[config.mk]
export PLATFORM = sky130hd
export DESIGN_NAME = rsa_mult_arb
export DESIGN_NICKNAME = d
export VERILOG_FILES = /design/src/rtl/rsa_mult_arb.sv
export SDC_FILE = /design/constraint.sdc
export NUM_CORES = 1
export LEC_CHECK = 0
export CAP_MARGIN = 20
export CORE_MARGIN = 5
export CORE_UTILIZATION = 52
export CTS_CLUSTER_DIAMETER = 200
export DETAILED_ROUTE_END_ITERATION = 10
export GPL_ROUTABILITY_DRIVEN = 0
export PLACE_DENSITY = 0.85
export SYNTH_ARGS = -nofsm -noshare
export SYNTH_HDL_FRONTEND = slang
export SYNTH_SLANG_ARGS = --single-unit
[constraint.sdc]
create_clock -name arb_clk -period 2.15 [get_ports arb_clk]
set_input_delay 0.215 -clock arb_clk [delete_from_list [all_inputs] [get_ports arb_clk]]
set_output_delay 0.215 -clock arb_clk [all_outputs]
set_load 0.005 [all_outputs]
[src/rtl/rsa_mult_arb.sv]
// rsa_mult_arb: round-robin arbiter sharing one modular multiplier between two requesters.
// Optional macro RSA_ARB_TIMEOUT_EN aborts a WAIT that exceeds TIMEOUT cycles.
module rsa_mult_arb #(
    parameter int DATA_WIDTH = 8,
    parameter int TIMEOUT    = 64
) (
    input  logic                  arb_clk,
    input  logic                  arb_rst,
    input  logic                  r0_start,
    input  logic [DATA_WIDTH-1:0] r0_a,
    input  logic [DATA_WIDTH-1:0] r0_b,
    input  logic [DATA_WIDTH-1:0] r0_n,
    output logic                  r0_busy,
    output logic                  r0_done,
    output logic                  r0_err,
    output logic [DATA_WIDTH-1:0] r0_dout,
    input  logic                  r1_start,
    input  logic [DATA_WIDTH-1:0] r1_a,
    input  logic [DATA_WIDTH-1:0] r1_b,
    input  logic [DATA_WIDTH-1:0] r1_n,
    output logic                  r1_busy,
    output logic                  r1_done,
    output logic                  r1_err,
    output logic [DATA_WIDTH-1:0] r1_dout,
    output logic                  mul_start,
    output logic [DATA_WIDTH-1:0] mul_a,
    output logic [DATA_WIDTH-1:0] mul_b,
    output logic [DATA_WIDTH-1:0] mul_n,
    input  logic                  mul_done,
    input  logic [DATA_WIDTH-1:0] mul_dout,
    output logic                  arb_owner,
    output logic                  arb_active
);

    localparam logic [1:0] ST_IDLE   = 2'd0;
    localparam logic [1:0] ST_ISSUE  = 2'd1;
    localparam logic [1:0] ST_WAIT   = 2'd2;
    localparam logic [1:0] ST_RETURN = 2'd3;

    logic [1:0]            state_reg, state_next;
    logic                  owner_reg, owner_next;
    logic                  last_grant_reg;
    logic [DATA_WIDTH-1:0] mul_a_reg, mul_b_reg, mul_n_reg;

    logic [1:0]            start_vec, pend_vec, done_vec, err_vec;
    logic [DATA_WIDTH-1:0] a_in   [2];
    logic [DATA_WIDTH-1:0] b_in   [2];
    logic [DATA_WIDTH-1:0] n_in   [2];
    logic [DATA_WIDTH-1:0] a_vec  [2];
    logic [DATA_WIDTH-1:0] b_vec  [2];
    logic [DATA_WIDTH-1:0] n_vec  [2];
    logic [DATA_WIDTH-1:0] dout_vec [2];

    logic                  grant;
    logic                  result_we;
    logic [DATA_WIDTH-1:0] result_val;
    logic                  timeout_hit;
    logic                  err_flag;

    assign start_vec = {r1_start, r0_start};
    assign a_in[0] = r0_a;
    assign b_in[0] = r0_b;
    assign n_in[0] = r0_n;
    assign a_in[1] = r1_a;
    assign b_in[1] = r1_b;
    assign n_in[1] = r1_n;

    // With both pending, the requester that did not win last time is granted.
    always_comb begin
        grant = pend_vec[1];
        if (pend_vec == 2'b11) begin
            grant = ~last_grant_reg;
        end
    end

    always_comb begin
        state_next = state_reg;
        owner_next = owner_reg;
        result_we  = 1'b0;
        result_val = mul_dout;
        case (state_reg)
            ST_IDLE: begin
                if (|pend_vec) begin
                    state_next = ST_ISSUE;
                    owner_next = grant;
                end
            end
            ST_ISSUE: state_next = ST_WAIT;
            ST_WAIT: begin
                if (mul_done) begin
                    result_we  = 1'b1;
                    state_next = ST_RETURN;
                end else if (timeout_hit) begin
                    result_we  = 1'b1;
                    result_val = '1;
                    state_next = ST_RETURN;
                end
            end
            ST_RETURN: state_next = ST_IDLE;
            default:   state_next = ST_IDLE;
        endcase
    end

    always_ff @(posedge arb_clk) begin
        if (arb_rst) begin
            state_reg      <= ST_IDLE;
            owner_reg      <= 1'b0;
            last_grant_reg <= 1'b1;
            mul_a_reg      <= '0;
            mul_b_reg      <= '0;
            mul_n_reg      <= '0;
        end else begin
            state_reg <= state_next;
            owner_reg <= owner_next;
            if (state_reg == ST_IDLE && |pend_vec) begin
                mul_a_reg <= a_vec[grant];
                mul_b_reg <= b_vec[grant];
                mul_n_reg <= n_vec[grant];
            end
            if (state_reg == ST_RETURN) begin
                last_grant_reg <= owner_reg;
            end
        end
    end

`ifdef RSA_ARB_TIMEOUT_EN
    localparam int CNT_W = $clog2(TIMEOUT);

    logic [CNT_W-1:0] cnt_reg;
    logic             err_reg;

    assign timeout_hit = (state_reg == ST_WAIT) && (cnt_reg == CNT_W'(TIMEOUT - 1));
    assign err_flag    = err_reg;

    // A completion in the last WAIT cycle takes priority over the abort.
    always_ff @(posedge arb_clk) begin
        if (arb_rst) begin
            cnt_reg <= '0;
            err_reg <= 1'b0;
        end else begin
            if (state_reg == ST_ISSUE) begin
                cnt_reg <= '0;
            end else if (state_reg == ST_WAIT && !mul_done) begin
                cnt_reg <= cnt_reg + 1'b1;
            end
            if (state_reg == ST_WAIT) begin
                err_reg <= timeout_hit && !mul_done;
            end
        end
    end
`else
    assign timeout_hit = 1'b0;
    assign err_flag    = 1'b0;
`endif

    genvar gi;
    generate
        for (gi = 0; gi < 2; gi++) begin : g_req
            localparam logic IDX = 1'(gi);

            logic                  pend_reg;
            logic [DATA_WIDTH-1:0] a_reg, b_reg, n_reg, dout_reg;
            logic                  ret_own, accept;

            assign ret_own = (state_reg == ST_RETURN) && (owner_reg == IDX);
            // A new request in this requester's own RETURN cycle re-arms pend.
            assign accept  = start_vec[gi] && (!pend_reg || ret_own);

            always_ff @(posedge arb_clk) begin
                if (arb_rst) begin
                    pend_reg <= 1'b0;
                    a_reg    <= '0;
                    b_reg    <= '0;
                    n_reg    <= '0;
                    dout_reg <= '0;
                end else begin
                    if (accept) begin
                        pend_reg <= 1'b1;
                        a_reg    <= a_in[gi];
                        b_reg    <= b_in[gi];
                        n_reg    <= n_in[gi];
                    end else if (ret_own) begin
                        pend_reg <= 1'b0;
                    end
                    if (result_we && owner_reg == IDX) begin
                        dout_reg <= result_val;
                    end
                end
            end

            assign pend_vec[gi] = pend_reg;
            assign done_vec[gi] = ret_own;
            assign err_vec[gi]  = ret_own && err_flag;
            assign a_vec[gi]    = a_reg;
            assign b_vec[gi]    = b_reg;
            assign n_vec[gi]    = n_reg;
            assign dout_vec[gi] = dout_reg;
        end
    endgenerate

    assign r0_busy    = pend_vec[0];
    assign r0_done    = done_vec[0];
    assign r0_err     = err_vec[0];
    assign r0_dout    = dout_vec[0];
    assign r1_busy    = pend_vec[1];
    assign r1_done    = done_vec[1];
    assign r1_err     = err_vec[1];
    assign r1_dout    = dout_vec[1];
    assign mul_start  = (state_reg == ST_ISSUE);
    assign mul_a      = mul_a_reg;
    assign mul_b      = mul_b_reg;
    assign mul_n      = mul_n_reg;
    assign arb_owner  = owner_reg;
    assign arb_active = (state_reg != ST_IDLE);

endmodule

After elaboration in Yosys (flattened, before gate mapping)
Cells that the tools add are included.
{ "totals": {"ff_bits": 94, "inputBits": 61, "out_inout_bits": 49, "elab_cells": 63} }
{ "classes": {"magnitude_cmp": 1, "eq_ne": 6, "mux": 19, "n_bitwise": 3, "n_reduce_logical": 18} }
{ "op_table": {"columns": ["op", "n"], "rows": [
  ["$mux W8", 9],
  ["$pmux W2 S4", 1],
  ["$logic_and A1 B1 Y1", 7],
  ["$mux W1", 7],
  ["$eq A2 B2 Y1 const B", 3],
  ["$reduce_bool A2 Y1", 3],
  ["$mux W2", 2],
  ["$reduce_and A2 Y1", 2],
  ["$eq A2 B1 Y1 const B", 1],
  ["$ge A2 B2 Y1 const B", 1],
  ["$logic_not A1 Y1", 2],
  ["$logic_not A2 Y1", 1],
  ["$logic_or A1 B1 Y1", 2],
  ["$ne A2 B1 Y1 const B", 1],
  ["$ne A2 B2 Y1 const B", 1],
  ["$not A1 Y1", 2],
  ["$not A1 Y2", 1],
  ["$reduce_or A2 Y1", 1]
]} }

Depth between registers and ports, before layout
{ "logic_depth": {"ltp_word": 6, "mapped_depth": 6} }

Least setup slack after synthesis
Ideal clock, no wire load.
{ "synth_path": {"path_kind": "register to register", "start": "reg state_reg[0]", "end": "reg g_req[1].a_reg[0]", "setup_ns": 0.072, "t_arrival_ns": 1.296, "required_time_ns": 2.078, "setup_slack_ns": 0.782, "stages_incl_launch_ff": 7, "path_cell_list": "dfxtp_1 ha_1 nand2_1 a21boi_1 buf_2 buf_6 mux2i_1"} }
{ "synth_via": {"elab_chain_len": 4} }
{ "synth_lines": {"columns": ["item", "line", "source"], "rows": [
  ["start: declaration", "40", "logic [1:0] state_reg, state_next;"],
  ["start signal: assignment", "113", "state_reg <= state_next;"],
  ["$eq A2 B2 Y1", "165", "assign ret_own = (state_reg == ST_RETURN) && (owner_reg == IDX);"],
  ["$logic_and A1 B1 Y1", "165", null],
  ["$logic_or A1 B1 Y1", "167", "assign accept = start_vec[gi] && (!pend_reg || ret_own);"],
  ["$logic_and A1 B1 Y1", "167", null],
  ["end signal: assignment", "179", "a_reg <= a_in[gi];"],
  ["end: declaration", "162", "logic [DATA_WIDTH-1:0] a_reg, b_reg, n_reg, dout_reg;"]
]} }
Every way passes these cells.
A chain may end at the register's enable or synchronous reset.

Final worst setup path
{ "layout_path": {"start": "reg state_reg[1]", "end": "out r1_done"} }
{ "layout_via": {"elab_chain_len": 2} }
{ "layout_lines": {"columns": ["item", "line", "source"], "rows": [
  ["$eq A2 B2 Y1", "165", null],
  ["$logic_and A1 B1 Y1", "165", null],
  ["end: declaration", "22", "output logic r1_done,"]
]} }
Every way passes these cells.

==> impl_metrics.toml <==
[critical_path]
crit_chain = "ha_1, nand2_1, inv_1, clkdlybuf4s50_1"
r2r_slack_ns = 0.58
critPathBufInv = 2
start_kind = "flip-flop"
critPathMaxFanout = 4
cp_slowest_cell = "clkdlybuf4s50_1"
end_kind = "primary output"
crit_path_max_incr_delay_ns = 0.51
cp_top_family = "buffers and inverters"
critPathKind = "flip-flop to primary output"
cp_data_arrival_time_ns = 1.72
r2r_start = "r1_busy"
worstRegToRegCells = 4
r2r-end = "mul_n[6]"
crit_required_ns = 1.93

[logic_synthesis]
synthXorXnorAreaFrac = 0
ys_top_cells_by_count = "nand2b_1 (99), dfxtp_1 (94), mux2i_1 (65)"
syn_inst = 436
synth_area_leaders = "dfxtp_1 (45%), mux2i_1 (15%), nand2b_1 (15%), a211oi_2 (5.6%), nor2_1 (3.8%)"
synth.distinct_cells = 25
synth_top_family_by_area = "simple AND/OR/NAND/NOR gates"
netlist.area_leader.share = 0.447
ys_warn_count = 0
synthSimpleGateAreaFrac = 0.212
seq_area_frac_synth = 0.447
ys.flop_type = "dfxtp_1"
synth_most_common_cell = "nand2b_1"
synth-seq-cells = 94
synth-compound-area-share = 0.119
netlist.top_cell.by_area = "dfxtp_1"
synth_area_per_cell_um2 = 9.66
synth_area_um2 = 4210
async_flop_share = 0
synth_fa_ha_area_frac = 0.0119
muxShareOfSynthArea = 0.155
synth_edf_count = 0

[cells_and_area]
fill_cells = 594
nets = 594
antennaDiodeCount = 0
syn2layout_area_growth_pct = 31.7
stdcell_area_um2 = 5550
drive_gt1_frac = 0.0863

[global_route]
grt_pass1_vias = 3391
grt.overflow.total = 0
grt_pass1_wl_mm = 16.0
grt_max_degree = 73
antenna_found_initial = 0
grt_usage = 0.199

[timing]
period_share = 0.899
drv_slew = 0
holdWs_ns = 0.268
setup_total_negative_slack_ns = 0
layout_setup_ws_ns = 0.217
fin_crit_ns = 1.93
rsz0062_at_grt = "false"
worstMarginPinSlew_ns = 0.529
relSlewSlack = 0.646
finalSetupViolations = 0
finalHoldViolCount = 0
max_freq_ghz = 0.517
finClkSkew_ns = 0.00575

[floorplanning]
die_h_um = 100
die_x_um = 100
io_pins = 110
placeableCoreArea_um2 = 7810
rows = 32
initial_utilization = 0.539
die-area_um2 = 10000

[outcome]
status = "completed"

[detailed_routing]
vias = 3277
drc = 0
via_per_inst = 5.16
routedWlPerCell_um = 15.5
first_pass_iters = 4
antenna_left = 0
drt-initial-drc-count = 93
drt_wl_total_mm = 9.84

[min_path]
hold_depth = 2
hold_start = "arb_rst"
hp-class = "primary input to flip-flop"
hold_end = "mul_b[2]"

[power_and_ir_drop]
total_power_w = 0.00485
power_leakage_nw = 2.21
clkPwrFrac = 0.266
p_int_w = 0.00344
p_sw_w = 0.00140
switching_share = 0.289
power.density_nw_per_um2 = 874
pwr-share-seq = 0.439
ir_drop_mv = 0.398
p_comb_frac = 0.295

[clock_tree]
clk_pin_slew_ns = 0.08
clk_latency_ns = 0.35
cts_setup_buffers = 0
max-clock-path-buffers = 2
root_buffer = "clkbuf_8"
cts_tree = "built"
htree_num_levels = 3
hold_buffers = 0
post_cts_resized = 0
numCtsBuffers = 9
clock_sinks = 94

[place]
port_buffers = 107
post-place-ws_ns = 0.571
placed_cell_area_um2 = 5320
dp_hpwl_mm = 6.79

[job]
drv_cap = 0
## power by group through the flow
stage	Combinational [W]	Sequential, W	Clock (W)
detailed placement	0.00145	0.00216	0
floorplan	0.000811	0.00214	0
finish	0.00143	0.00213	0.00129
global route	0.00156	0.00215	0.00138
CTS	0.00145	0.00212	0.00132
global placement	0.00140	0.00215	0
## stage by stage
stage / util / instances
6_report: 0.710 / 635
5_1_grt: 0.710 / 635
4_1_cts: 0.710 / 635
3_5_place_dp: 0.682 / 620
3_3_place_gp: 0.682 / 620
2_1_floorplan: - / 437
## worst max path at each step
stage / from / slack [ns] / endpoint / cells after the start
2_1_floorplan: state_reg[0] / 0.78 / g_req[1].a_reg[0] / 6
3_3_place_gp: mul_done / 0.62 / r0_dout[6] / 4
3_5_place_dp: mul_done / 0.57 / r1_dout[5] / 4
4_1_cts: state_reg[1] / 0.19 / r1_done / 4
5_1_grt: state_reg[0] / 0.11 / arb_active / 4
6_report: state_reg[1] / 0.22 / r1_done / 4
## worst reg2reg max path, stage by stage (launching register included)
cell and delay (ns):
dfxtp_1 0.54, a21boi_4 0.23, buf_4 0.31, a21oi_1 0.15
a211oi_2 0.26
## cells in the final DEF (no fill, tap or decap), types with 2 or more instances in the layout
cell             netlist  layout
clkdlybuf4s50_1        0     106
nand2b_1              99      99
dfxtp_1               94      94
mux2i_1               65      65
nor2_1                43      43
a21oi_1               28      28
nand2_1               26      26
a211oi_2              19      19
clkbuf_8               0      11
inv_1                  7       7
buf_4                  4       6
a211oi_1               5       5
ha_1                   4       4
a21boi_4               1       3
buf_12                 0       3
o21a_1                 2       2
conb_1                 1       2
bufinv_16              0       2
## layout make-up
type | count | area [um2] | area share
repair buffers | 115 | 1170 | 0.210
multi-input cells | 302 | 2120 | 0.383
clock inverters | 3 | 67.6 | 0.0122
well taps | 102 | 128 | 0.0230
clock buffers | 12 | 155 | 0.0280
inverters | 7 | 26.3 | 0.00474
flip-flops and latches | 94 | 1880 | 0.339
## logic make-up after synthesis
| family | Yosys count |
|---|---|
| muxes | 65 |
| DFF | 94 |
| other | 1 |
| AOI/OAI and AO/OA | 61 |
| and+or+nand+nor | 170 |
| buffers and inverters | 41 |
| adders and majority gates | 4 |
## per-layer routing
layer	vias to the layer above	track usage	routed length [um]	share of wire
met1	1545	0.234	4110	0.42
met4	0	0.0466	108	0.011
li1	1620	-	-	-
met3	11	0.0563	620	0.063
met2	101	0.359	5010	0.51
met5	-	0	0	0
(Power assumes the default switching activity.)
